$ cat src/rtl/pipe_hazard_unit.sv
// -----------------------------------------------------------------------------
// pipe_hazard_unit
//
// Hazard detection and forwarding control for a classic 5-stage pipeline.
// The unit keeps its own shadow copy of what sits in EX, MEM and WB. It then
// derives the stall, flush, EX forwarding and ID bypass selects from that
// copy and from the instruction currently in ID.
//
// Parameters
//   REG_AW   register address width
//   FWD_EN   1: forwarding/bypass, stall only on load-use
//            0: no forwarding, stall on any in-flight writer
//   ZERO_R0  1: register 0 is hardwired zero and never creates a dependency
//   CNT_W    width of the saturating event counters
//
// Ports
//   clk, rst_n                  clock, asynchronous active-low reset
//   id_valid                    ID holds a real instruction
//   id_rs, id_rt                ID source registers
//   id_rs_used, id_rt_used      source register is actually read
//   id_rd                       ID destination register
//   id_reg_write, id_mem_read   ID control bits
//   br_taken                    instruction in EX redirects the PC this cycle
//   stall                       hold PC and IF/ID, bubble into ID/EX
//   flush_ifid, flush_idex      squash those pipeline registers
//   ex_fwd_a, ex_fwd_b          00 ID/EX, 01 EX/MEM ALU result, 10 MEM/WB data
//   id_byp_a, id_byp_b          use write-back data instead of the RF read
//   stall_cnt, flush_cnt        saturating event counters
// -----------------------------------------------------------------------------
module pipe_hazard_unit #(
    parameter int REG_AW  = 6,
    parameter bit FWD_EN  = 1'b1,
    parameter bit ZERO_R0 = 1'b0,
    parameter int CNT_W   = 16
) (
    input  logic              clk,
    input  logic              rst_n,
    input  logic              id_valid,
    input  logic [REG_AW-1:0] id_rs,
    input  logic [REG_AW-1:0] id_rt,
    input  logic              id_rs_used,
    input  logic              id_rt_used,
    input  logic [REG_AW-1:0] id_rd,
    input  logic              id_reg_write,
    input  logic              id_mem_read,
    input  logic              br_taken,
    output logic              stall,
    output logic              flush_ifid,
    output logic              flush_idex,
    output logic [1:0]        ex_fwd_a,
    output logic [1:0]        ex_fwd_b,
    output logic              id_byp_a,
    output logic              id_byp_b,
    output logic [CNT_W-1:0]  stall_cnt,
    output logic [CNT_W-1:0]  flush_cnt
);

    // EX needs the full instruction: its sources drive forwarding and its
    // mem_read flags a load-use. Past EX nothing reads the sources or the
    // load flag any more, so MEM and WB only keep the writer identity.
    typedef struct packed {
        logic              valid;
        logic [REG_AW-1:0] rd;
        logic              reg_write;
        logic              mem_read;
        logic [REG_AW-1:0] rs;
        logic [REG_AW-1:0] rt;
        logic              rs_used;
        logic              rt_used;
    } ex_stage_t;

    typedef struct packed {
        logic              valid;
        logic [REG_AW-1:0] rd;
        logic              reg_write;
    } wr_stage_t;

    localparam logic [CNT_W-1:0] CNT_ONE = {{(CNT_W-1){1'b0}}, 1'b1};
    localparam logic [CNT_W-1:0] CNT_MAX = {CNT_W{1'b1}};

    ex_stage_t        ex_q;
    wr_stage_t        mem_q;
    wr_stage_t        wb_q;
    logic [CNT_W-1:0] stall_cnt_q;
    logic [CNT_W-1:0] flush_cnt_q;

    // A stage writes register r only if it is a real, register-writing
    // instruction targeting r. valid comes first so that an X rd left in a
    // bubble can never turn into a match.
    function automatic logic writes(input logic v, input logic w,
                                    input logic [REG_AW-1:0] d,
                                    input logic [REG_AW-1:0] r);
        return v && w && (d == r) && !(ZERO_R0 && (r == '0));
    endfunction

    logic id_a_live, id_b_live, ex_a_live, ex_b_live;
    logic hz_ex, hz_mem, hz_wb, stall_raw;
    logic mem_wr_a, mem_wr_b, wb_wr_a, wb_wr_b;

    always_comb begin
        id_a_live = id_valid && id_rs_used;
        id_b_live = id_valid && id_rt_used;
        ex_a_live = ex_q.valid && ex_q.rs_used;
        ex_b_live = ex_q.valid && ex_q.rt_used;

        hz_ex  = (id_a_live && writes(ex_q.valid, ex_q.reg_write, ex_q.rd, id_rs)) ||
                 (id_b_live && writes(ex_q.valid, ex_q.reg_write, ex_q.rd, id_rt));
        hz_mem = (id_a_live && writes(mem_q.valid, mem_q.reg_write, mem_q.rd, id_rs)) ||
                 (id_b_live && writes(mem_q.valid, mem_q.reg_write, mem_q.rd, id_rt));
        hz_wb  = (id_a_live && writes(wb_q.valid, wb_q.reg_write, wb_q.rd, id_rs)) ||
                 (id_b_live && writes(wb_q.valid, wb_q.reg_write, wb_q.rd, id_rt));

        // With forwarding only a load in EX is too late to forward from.
        stall_raw = FWD_EN ? (hz_ex && ex_q.mem_read) : (hz_ex || hz_mem || hz_wb);

        // A taken branch squashes ID anyway, so it overrides the stall.
        stall      = rst_n && !br_taken && stall_raw;
        flush_ifid = rst_n && br_taken;
        flush_idex = rst_n && br_taken;

        mem_wr_a = ex_a_live && writes(mem_q.valid, mem_q.reg_write, mem_q.rd, ex_q.rs);
        mem_wr_b = ex_b_live && writes(mem_q.valid, mem_q.reg_write, mem_q.rd, ex_q.rt);
        wb_wr_a  = ex_a_live && writes(wb_q.valid, wb_q.reg_write, wb_q.rd, ex_q.rs);
        wb_wr_b  = ex_b_live && writes(wb_q.valid, wb_q.reg_write, wb_q.rd, ex_q.rt);

        // MEM holds the younger result, so it takes priority over WB.
        ex_fwd_a = 2'b00;
        ex_fwd_b = 2'b00;
        if (FWD_EN && rst_n) begin
            if (mem_wr_a)     ex_fwd_a = 2'b01;
            else if (wb_wr_a) ex_fwd_a = 2'b10;
            if (mem_wr_b)     ex_fwd_b = 2'b01;
            else if (wb_wr_b) ex_fwd_b = 2'b10;
        end

        // Register file writes at the end of WB, so ID must bypass it.
        id_byp_a = FWD_EN && rst_n && id_a_live &&
                   writes(wb_q.valid, wb_q.reg_write, wb_q.rd, id_rs);
        id_byp_b = FWD_EN && rst_n && id_b_live &&
                   writes(wb_q.valid, wb_q.reg_write, wb_q.rd, id_rt);
    end

    always_ff @(posedge clk or negedge rst_n) begin
        if (!rst_n) begin
            ex_q        <= '0;
            mem_q       <= '0;
            wb_q        <= '0;
            stall_cnt_q <= '0;
            flush_cnt_q <= '0;
        end else begin
            wb_q  <= mem_q;
            // The instruction in EX moves on even on a taken branch; only
            // the younger ones get squashed.
            mem_q <= '{valid: ex_q.valid, rd: ex_q.rd, reg_write: ex_q.reg_write};
            if (id_valid && !stall && !br_taken) begin
                ex_q <= '{valid: 1'b1, rd: id_rd, reg_write: id_reg_write,
                          mem_read: id_mem_read, rs: id_rs, rt: id_rt,
                          rs_used: id_rs_used, rt_used: id_rt_used};
            end else begin
                ex_q <= '0;
            end
            if (stall && (stall_cnt_q != CNT_MAX))
                stall_cnt_q <= stall_cnt_q + CNT_ONE;
            if (br_taken && (flush_cnt_q != CNT_MAX))
                flush_cnt_q <= flush_cnt_q + CNT_ONE;
        end
    end

    assign stall_cnt = stall_cnt_q;
    assign flush_cnt = flush_cnt_q;

endmodule

$ cat config.mk
export PLATFORM = sky130hd
export DESIGN_NAME = pipe_hazard_unit
export DESIGN_NICKNAME = d
export VERILOG_FILES = /design/src/rtl/pipe_hazard_unit.sv
export SDC_FILE = /design/constraint.sdc
export NUM_CORES = 1
export LEC_CHECK = 0
export CAP_MARGIN = 5
export CORE_UTILIZATION = 41
export CTS_CLUSTER_SIZE = 10
export DETAILED_ROUTE_END_ITERATION = 12
export MAX_ROUTING_LAYER = met4
export PLACE_DENSITY = 0.66
export SYNTH_ARGS = -nofsm -noshare
export SYNTH_HDL_FRONTEND = slang
export SYNTH_SLANG_ARGS = --single-unit
$ cat constraint.sdc
create_clock -name clk -period 3.25 [get_ports clk]
set_clock_uncertainty 0.15 [all_clocks]
set_input_delay 0.4875 -clock clk [delete_from_list [all_inputs] [get_ports clk]]
set_output_delay 0.4875 -clock clk [all_outputs]
set_load 0.02 [all_outputs]
==> results of run 1 <==
-- cell usage in the layout (no fill, tap or decap), drive strengths merged, types with 2 or more instances in the layout --
cell type and instances:
xnor2 56, buf 11, nor3b 2, dfrtp 71, nor2 12, or4 2, and3 7, mux2 3
clkinvlp 3, clkdlybuf4s50 62, and4 6, ha 2, clkbuf 11, nand2 13, clkinv 2, nand4 20
nor4 5, xor2 19, and2 27, a21oi 2, nand3 21, dlymetal6s2s 2, nor3 4, inv 4
-- through the flow --
stage | hold WS [ps] | power, mW | cells | utilization [%]
2_1_floorplan | 41.9 | 1.20 | 299 | -
3_3_place_gp | 201 | 1.39 | 466 | 53.5
3_5_place_dp | 208 | 1.39 | 466 | 53.5
4_1_cts | 225 | 2.04 | 483 | 55.9
5_1_grt | 248 | 2.12 | 483 | 56.0
6_report | 222 | 2.01 | 483 | 56.0
-- cell type report --
type | count | area share, %
well taps | 102 | 2.92
clock inverters | 5 | 0.744
flip-flops and latches | 71 | 40.6
multi-input cells | 213 | 34.5
clock buffers | 11 | 3.46
repair buffers | 77 | 17.4
inverters | 4 | 0.343
-- what timing repair did --
action                                 4_1_cts  5_1_grt
gates cloned                                 0        0
endpoints found under the hold margin       13        0
gates resized for setup                      1        2
hold buffers                                 1        0
pin swaps                                    0        0
setup endpoints to repair                    1        2
-- worst max-delay path: stages --
cell,delay [ps]
dlygate4sd3_1,520
buf_4,270
nand4_1,190
nor3_1,240
clkdlybuf4s50_1,640
-- cells in the mapped netlist --
cell type and n:
xnor2_1 56, nand2b_1 1, nor4b_2 1, nand2_1 13
or2_1 1, ha_1 2, buf_4 2, a41oi_1 1
or4_1 1, o311ai_1 1, a31oi_1 1, and3_1 7
o21ai_1 1, dfrtp_1 71, o2111ai_1 1, mux2_1 3
nand4b_1 1, nor2b_1 1, nand4_1 20, buf_2 1
nor2_1 12, inv_1 4, or4_4 1, xor2_1 19
and4_1 6, nor3_1 4, mux2i_1 1, clkbuf_1 7
a21oi_1 2, buf_1 1, o22ai_4 1, nor4_1 5
and2_1 27, nor3b_1 2, nand3_1 21
-- report_power, final --
group | internal, mW | switching, mW | total (mW)
clock | 0.316 | 0.326 | 0.642
combinational | 0.186 | 0.165 | 0.351
sequential | 0.944 | 0.0781 | 1.02
-- flip-flops by register name, indices dropped and copies added (netlist names) --
signal     flops
ex_q          23
flush_cnt     16
mem_q          8
stall_cnt     16
wb_q           8
-- worst max path at each step --
stage | start | to | slack, ps | cells after the start
2_1_floorplan | id_rs[4] | stall | 840 | 5
3_5_place_dp | id_rt[5] | stall | -10 | 6
4_1_cts | rst_n | ex_fwd_b[1] | 60 | 5
6_report | rst_n | id_byp_b | 250 | 5
5_1_grt | rst_n | id_byp_b | 110 | 5
3_3_place_gp | id_rt[5] | stall | -6 | 6
-- metal layers --
metal,share of wire [%],global-route usage [%]
met1,47,25.4
met2,47,29.0
met3,3.8,2.96
met4,1.9,8.59
met5,0,-
-- logic make-up after synthesis --
group | synth area share, %
AOI/OAI and AO/OA | 2.02
adders and majority gates | 0.746
DFF | 53.0
and+or+nand+nor | 21.4
xor gates and xnor gates | 19.6
muxes | 1.31
buffers and inverters | 1.94
==> reports/metrics.csv, run 1 <==
metric,value,unit
outcome,"complete, no violations",
fin_crit,3000,ps
worst_slew_pin_slew,555,ps
drc_errors,0,
totalWireLength,7210,µm
setup_viol,0,
p_leak,1.87,nW
start_util,42.9,%
cts_buffer_depth,2,
die-area,8540,µm²
vias_per_cell,5.00,
fp.dieW,92.4,µm
netlist_area,3350,µm²
peakVddDrop,0.461,mV
tns,0,ps
clk_latency,340,ps
crit_type,in2out,
cp-start-kind,primary input,
track_usage,19.1,%
seq_area_frac_synth,53.0,%
finalMaxSlewViolations,0,
worstHoldStart,ex_q[15],
cts.sinks,71,
synth_seq_cells,71,
synth_nets,327,
core_area,7810,µm²
regArea,1780,µm²
fin_nets,404,
yosys.area.top_type,dfrtp_1,
antenna_cells,0,
r2r-start,ex_q[20],
worstPathRequired,2610,ps
postCtsSetupRepairBufs,0,
cts_tree,yes,
grt_max_degree,43,
worstSetupEndpointType,output port,
multi_input_comb_area,1510,µm²
ant_nets,0,
min_path_type,reg2reg,
cts-buffers-inserted,9,
critPathMaxFanout,19,
place_area,4180,µm²
reg2reg_depth,7,
synth_cell_types,35,
dp_slack,-14.8,ps
cap_violations,0,
vias,2414,
crit_arrival,2360,ps
setup_slack,252,ps
cts_root_buf,clkbuf_8,
postLayoutCellArea,4370,µm²
antenna_found_initial,0,
grt_pass1_vias,2415,
clk_pin_slew,70,ps
yosysWarnings,0,
syn_inst,299,
holdPathEnd,mem_q[0],
overflow,0,
die_h,92.4,µm
hold_depth,0,
post-dp-hpwl,5430,µm
avgSynthCellArea,11.2,µm²
rsz0062_at_grt,false,
hold_viol_final,0,
io_buffer_count,66,
r2r_setup_slack,850,ps
syn2layout_area_growth,30.5,%
min_period_over_period,92.3,%
relSlewSlack,63.0,%
ys_top_cells_by_area,"dfrtp_1, xnor2_1, and2_1",
drt_iter0_markers,102,
powerDensity,461,nW/µm²
firstDrtPassIters,4,
htreeDepth,3,
rows,32,
gp_congestion,0.852,
max_clock_freq,334,MHz
synth_top_area_share,53.0,%
drive_gt1_share,7.87,%
ioPinCount,67,
grt_pass1_wl,12000,µm
post_drt_wl_per_cell,14.9,µm
r2r-end,ex_q[13],
nFillCells,690,
Note: power is estimated with default switching activity, not from simulation.
==> run 2: changes to the inputs <==
CAP_MARGIN = 20   (was 5)
==> results of run 2 <==
Same layout as run 1: the final DEF is identical, and so are final timing and power.
==> run 3: changes to the inputs <==
CORE_UTILIZATION = 40   (was 41)
PLACE_DENSITY = unset   (was 0.66)
==> run 3 against run 2 <==
  * Utilization is 2.0 points lower
  * Sequential cell count unchanged
  * Worst setup slack improved by 19 ps
  * Fmax grew 0.65%
  * Largest power group unchanged
  * Critical path depth increased by 1
  * Hold slack got worse by 170 ps
  * Final cell count up 0.62%
  * Wire length is 0.79% higher
  * Via count is 1.4% lower
  * Sequential power is essentially flat
==> reports/metrics.csv, run 3 (synthesis results as in run 1) <==
metric,value,unit,change
reg2reg_depth,7,,unchanged
grt_max_degree,30,,was 43
gp_congestion,0.834,,was 0.852
worstPathRequired,2610,ps,about the same
ioPinCount,67,,unchanged
final_common_cell,dfrtp_1,,unchanged
vias_per_cell,4.90,,was 5.00
rsz0062_at_grt,false,,unchanged
final_cell_mix,"dfrtp_1, clkdlybuf4s50_1, xnor2_1",,unchanged
r2r_setup_slack,940,ps,was 850 ps
nFillCells,743,,was 690
critPathMaxFanout,3,,was 19
fin_nets,404,,unchanged
path_buf_inv,2,,was 3
die-area,8750,µm²,was 8540 µm²
cp_slowest_stage_delay,530,ps,was 640 ps
core_area,8180,µm²,was 7810 µm²
max_clock_freq,336,MHz,was 334 MHz
overflow,0,,unchanged
drt_iter0_markers,144,,was 102
cts_buffer_depth,2,,unchanged
cts_tree,yes,,unchanged
ant_nets,0,,unchanged
crit_arrival,2340,ps,was 2360 ps
startpoint,id_rs[2],,was rst_n
powerDensity,500,nW/µm²,was 461 nW/µm²
peakVddDrop,0.390,mV,was 0.461 mV
endpoint,stall,,was id_byp_b
r2r-start,ex_q[20],,unchanged
path_depth,6,,was 5
fin_crit,2980,ps,was 3000 ps
track_usage,19.0,%,was 19.1%
fp.dieW,93.5,µm,was 92.4 µm
hold_viol_final,0,,unchanged
htreeDepth,3,,unchanged
min_path_type,in2async,,was reg2reg
layout.cells.non_filler,486,,was 483
tns,0,ps,unchanged
top_register,ex_q,,unchanged
rows,33,,was 32
crit_type,in2out,,unchanged
place_area,4170,µm²,was 4180 µm²
critPathSlowestCell,or4_4,,was clkdlybuf4s50_1
worstSetupEndpointType,output port,,unchanged
clk_pin_slew,70,ps,about the same
setup_viol,0,,unchanged
worst_slew_pin_slew,522,ps,was 555 ps
antenna_cells,0,,unchanged
drive_gt1_share,7.87,%,unchanged
io_buffer_count,66,,unchanged
relSlewSlack,64.6,%,was 63.0%
die_h,93.5,µm,was 92.4 µm
r2r-end,ex_q[2],,was ex_q[13]
cts-buffers-inserted,9,,unchanged
cts_hold_buf,0,,was 1
syn2layout_area_growth,31.7,%,was 30.5%
path_cells,clkdlybuf4s50_1 > xor2_1 > or4_4 > o22ai_4 > and2_1 > dlygate4sd2_1,,was dlygate4sd3_1 > buf_4 > nand4_1 > nor3_1 > clkdlybuf4s50_1
post_drt_wl_per_cell,15.0,µm,was 14.9 µm
vias,2379,,was 2414
cts.sinks,71,,unchanged
totalWireLength,7270,µm,was 7210 µm
clk_latency,340,ps,about the same
p_leak,1.87,nW,about the same
dp.cells,470,,was 466
min_period_over_period,91.7,%,was 92.3%
drc_errors,0,,unchanged
grt_pass1_wl,12000,µm,about the same
grt_pass1_vias,2389,,was 2415
start_util,41.0,%,was 42.9%
cp-start-kind,primary input,,unchanged
finalPower,2.21,mW,was 2.01 mW
post-dp-hpwl,5290,µm,was 5430 µm
path_delay_family,buffers and inverters,,unchanged
cts_root_buf,clkbuf_8,,unchanged
postLayoutCellArea,4420,µm²,was 4370 µm²
antenna_found_initial,0,,unchanged
finalMaxSlewViolations,0,,unchanged
largest_register_ffs,23,,unchanged
firstDrtPassIters,4,,unchanged
cap_violations,0,,unchanged
outcome,"complete, no violations",,unchanged
[run 3: cell types whose count changed in the layout (fill, tap and decap cells not counted), moves of 2 or more]
cell and change:
clkdlybuf4s50_1 +2, clkinvlp_4 -3, clkbuf_8 +2, bufinv_16 +2, dlymetal6s2s_1 -2, clkinv_2 -2
buf_4 +2
[run 3: timing repair]
item                       4_1_cts  5_1_grt
setup buffers                    0        0
setup endpoints to repair        1        0
resized for setup                1        0
[run 3: cell type report]
class | instances | area [µm²] | share of cell area (%)
flip-flops and latches | 71 | 1780 | 40.2
multi-input cells | 213 | 1510 | 34.2
repair buffers | 77 | 739 | 16.7
clock buffers | 14 | 183 | 4.14
well taps | 105 | 131 | 2.98
clock inverters | 2 | 60.1 | 1.36
inverters | 4 | 15.0 | 0.340
[run 3: worst register-to-register path, cell delays in order (launching register included)]
cell and delay [ps]:
dfrtp_1 420, xor2_1 190, or4_4 550, o22ai_4 180, buf_4 230, a21oi_1 100
buf_4 210, and2_1 180
[run 3: metal layers]
metal	track usage, %	up-vias	share of wire (%)
met1	25.1	1153	47
met4	8.46	0	1.9
met5	-	-	0
met3	3.25	11	3.2
li1	-	1177	-
met2	28.9	38	48
[run 3: how the worst min path moves through the flow]
stage                        start           end  slack, ps  cells after the start
after floorplan              rst_n       ex_q[0]         40                      0
after global placement    ex_q[15]      mem_q[0]        200                      0
after detailed placement  ex_q[15]      mem_q[0]        210                      0
after CTS                    rst_n  stall_cnt[6]         40                      2
after global routing         rst_n       wb_q[7]         60                      2
final                        rst_n  flush_cnt[3]         50                      2
[run 3: stage by stage]
stage	hold slack (ps)	worst slack, ps	utilization [%]
after floorplan	41.9	837	-
after global placement	205	-24.6	51.1
after detailed placement	210	0.865	51.1
final	53.0	271	54.0
after CTS	43.1	264	54.0
after global routing	59.5	190	54.0
[run 3: where the power goes]
group | total, mW | leakage (nW) | internal, mW | switching (mW)
clock | 0.837 | 0.123 | 0.517 | 0.320
sequential | 1.02 | 0.958 | 0.944 | 0.0766
combinational | 0.350 | 0.787 | 0.183 | 0.167
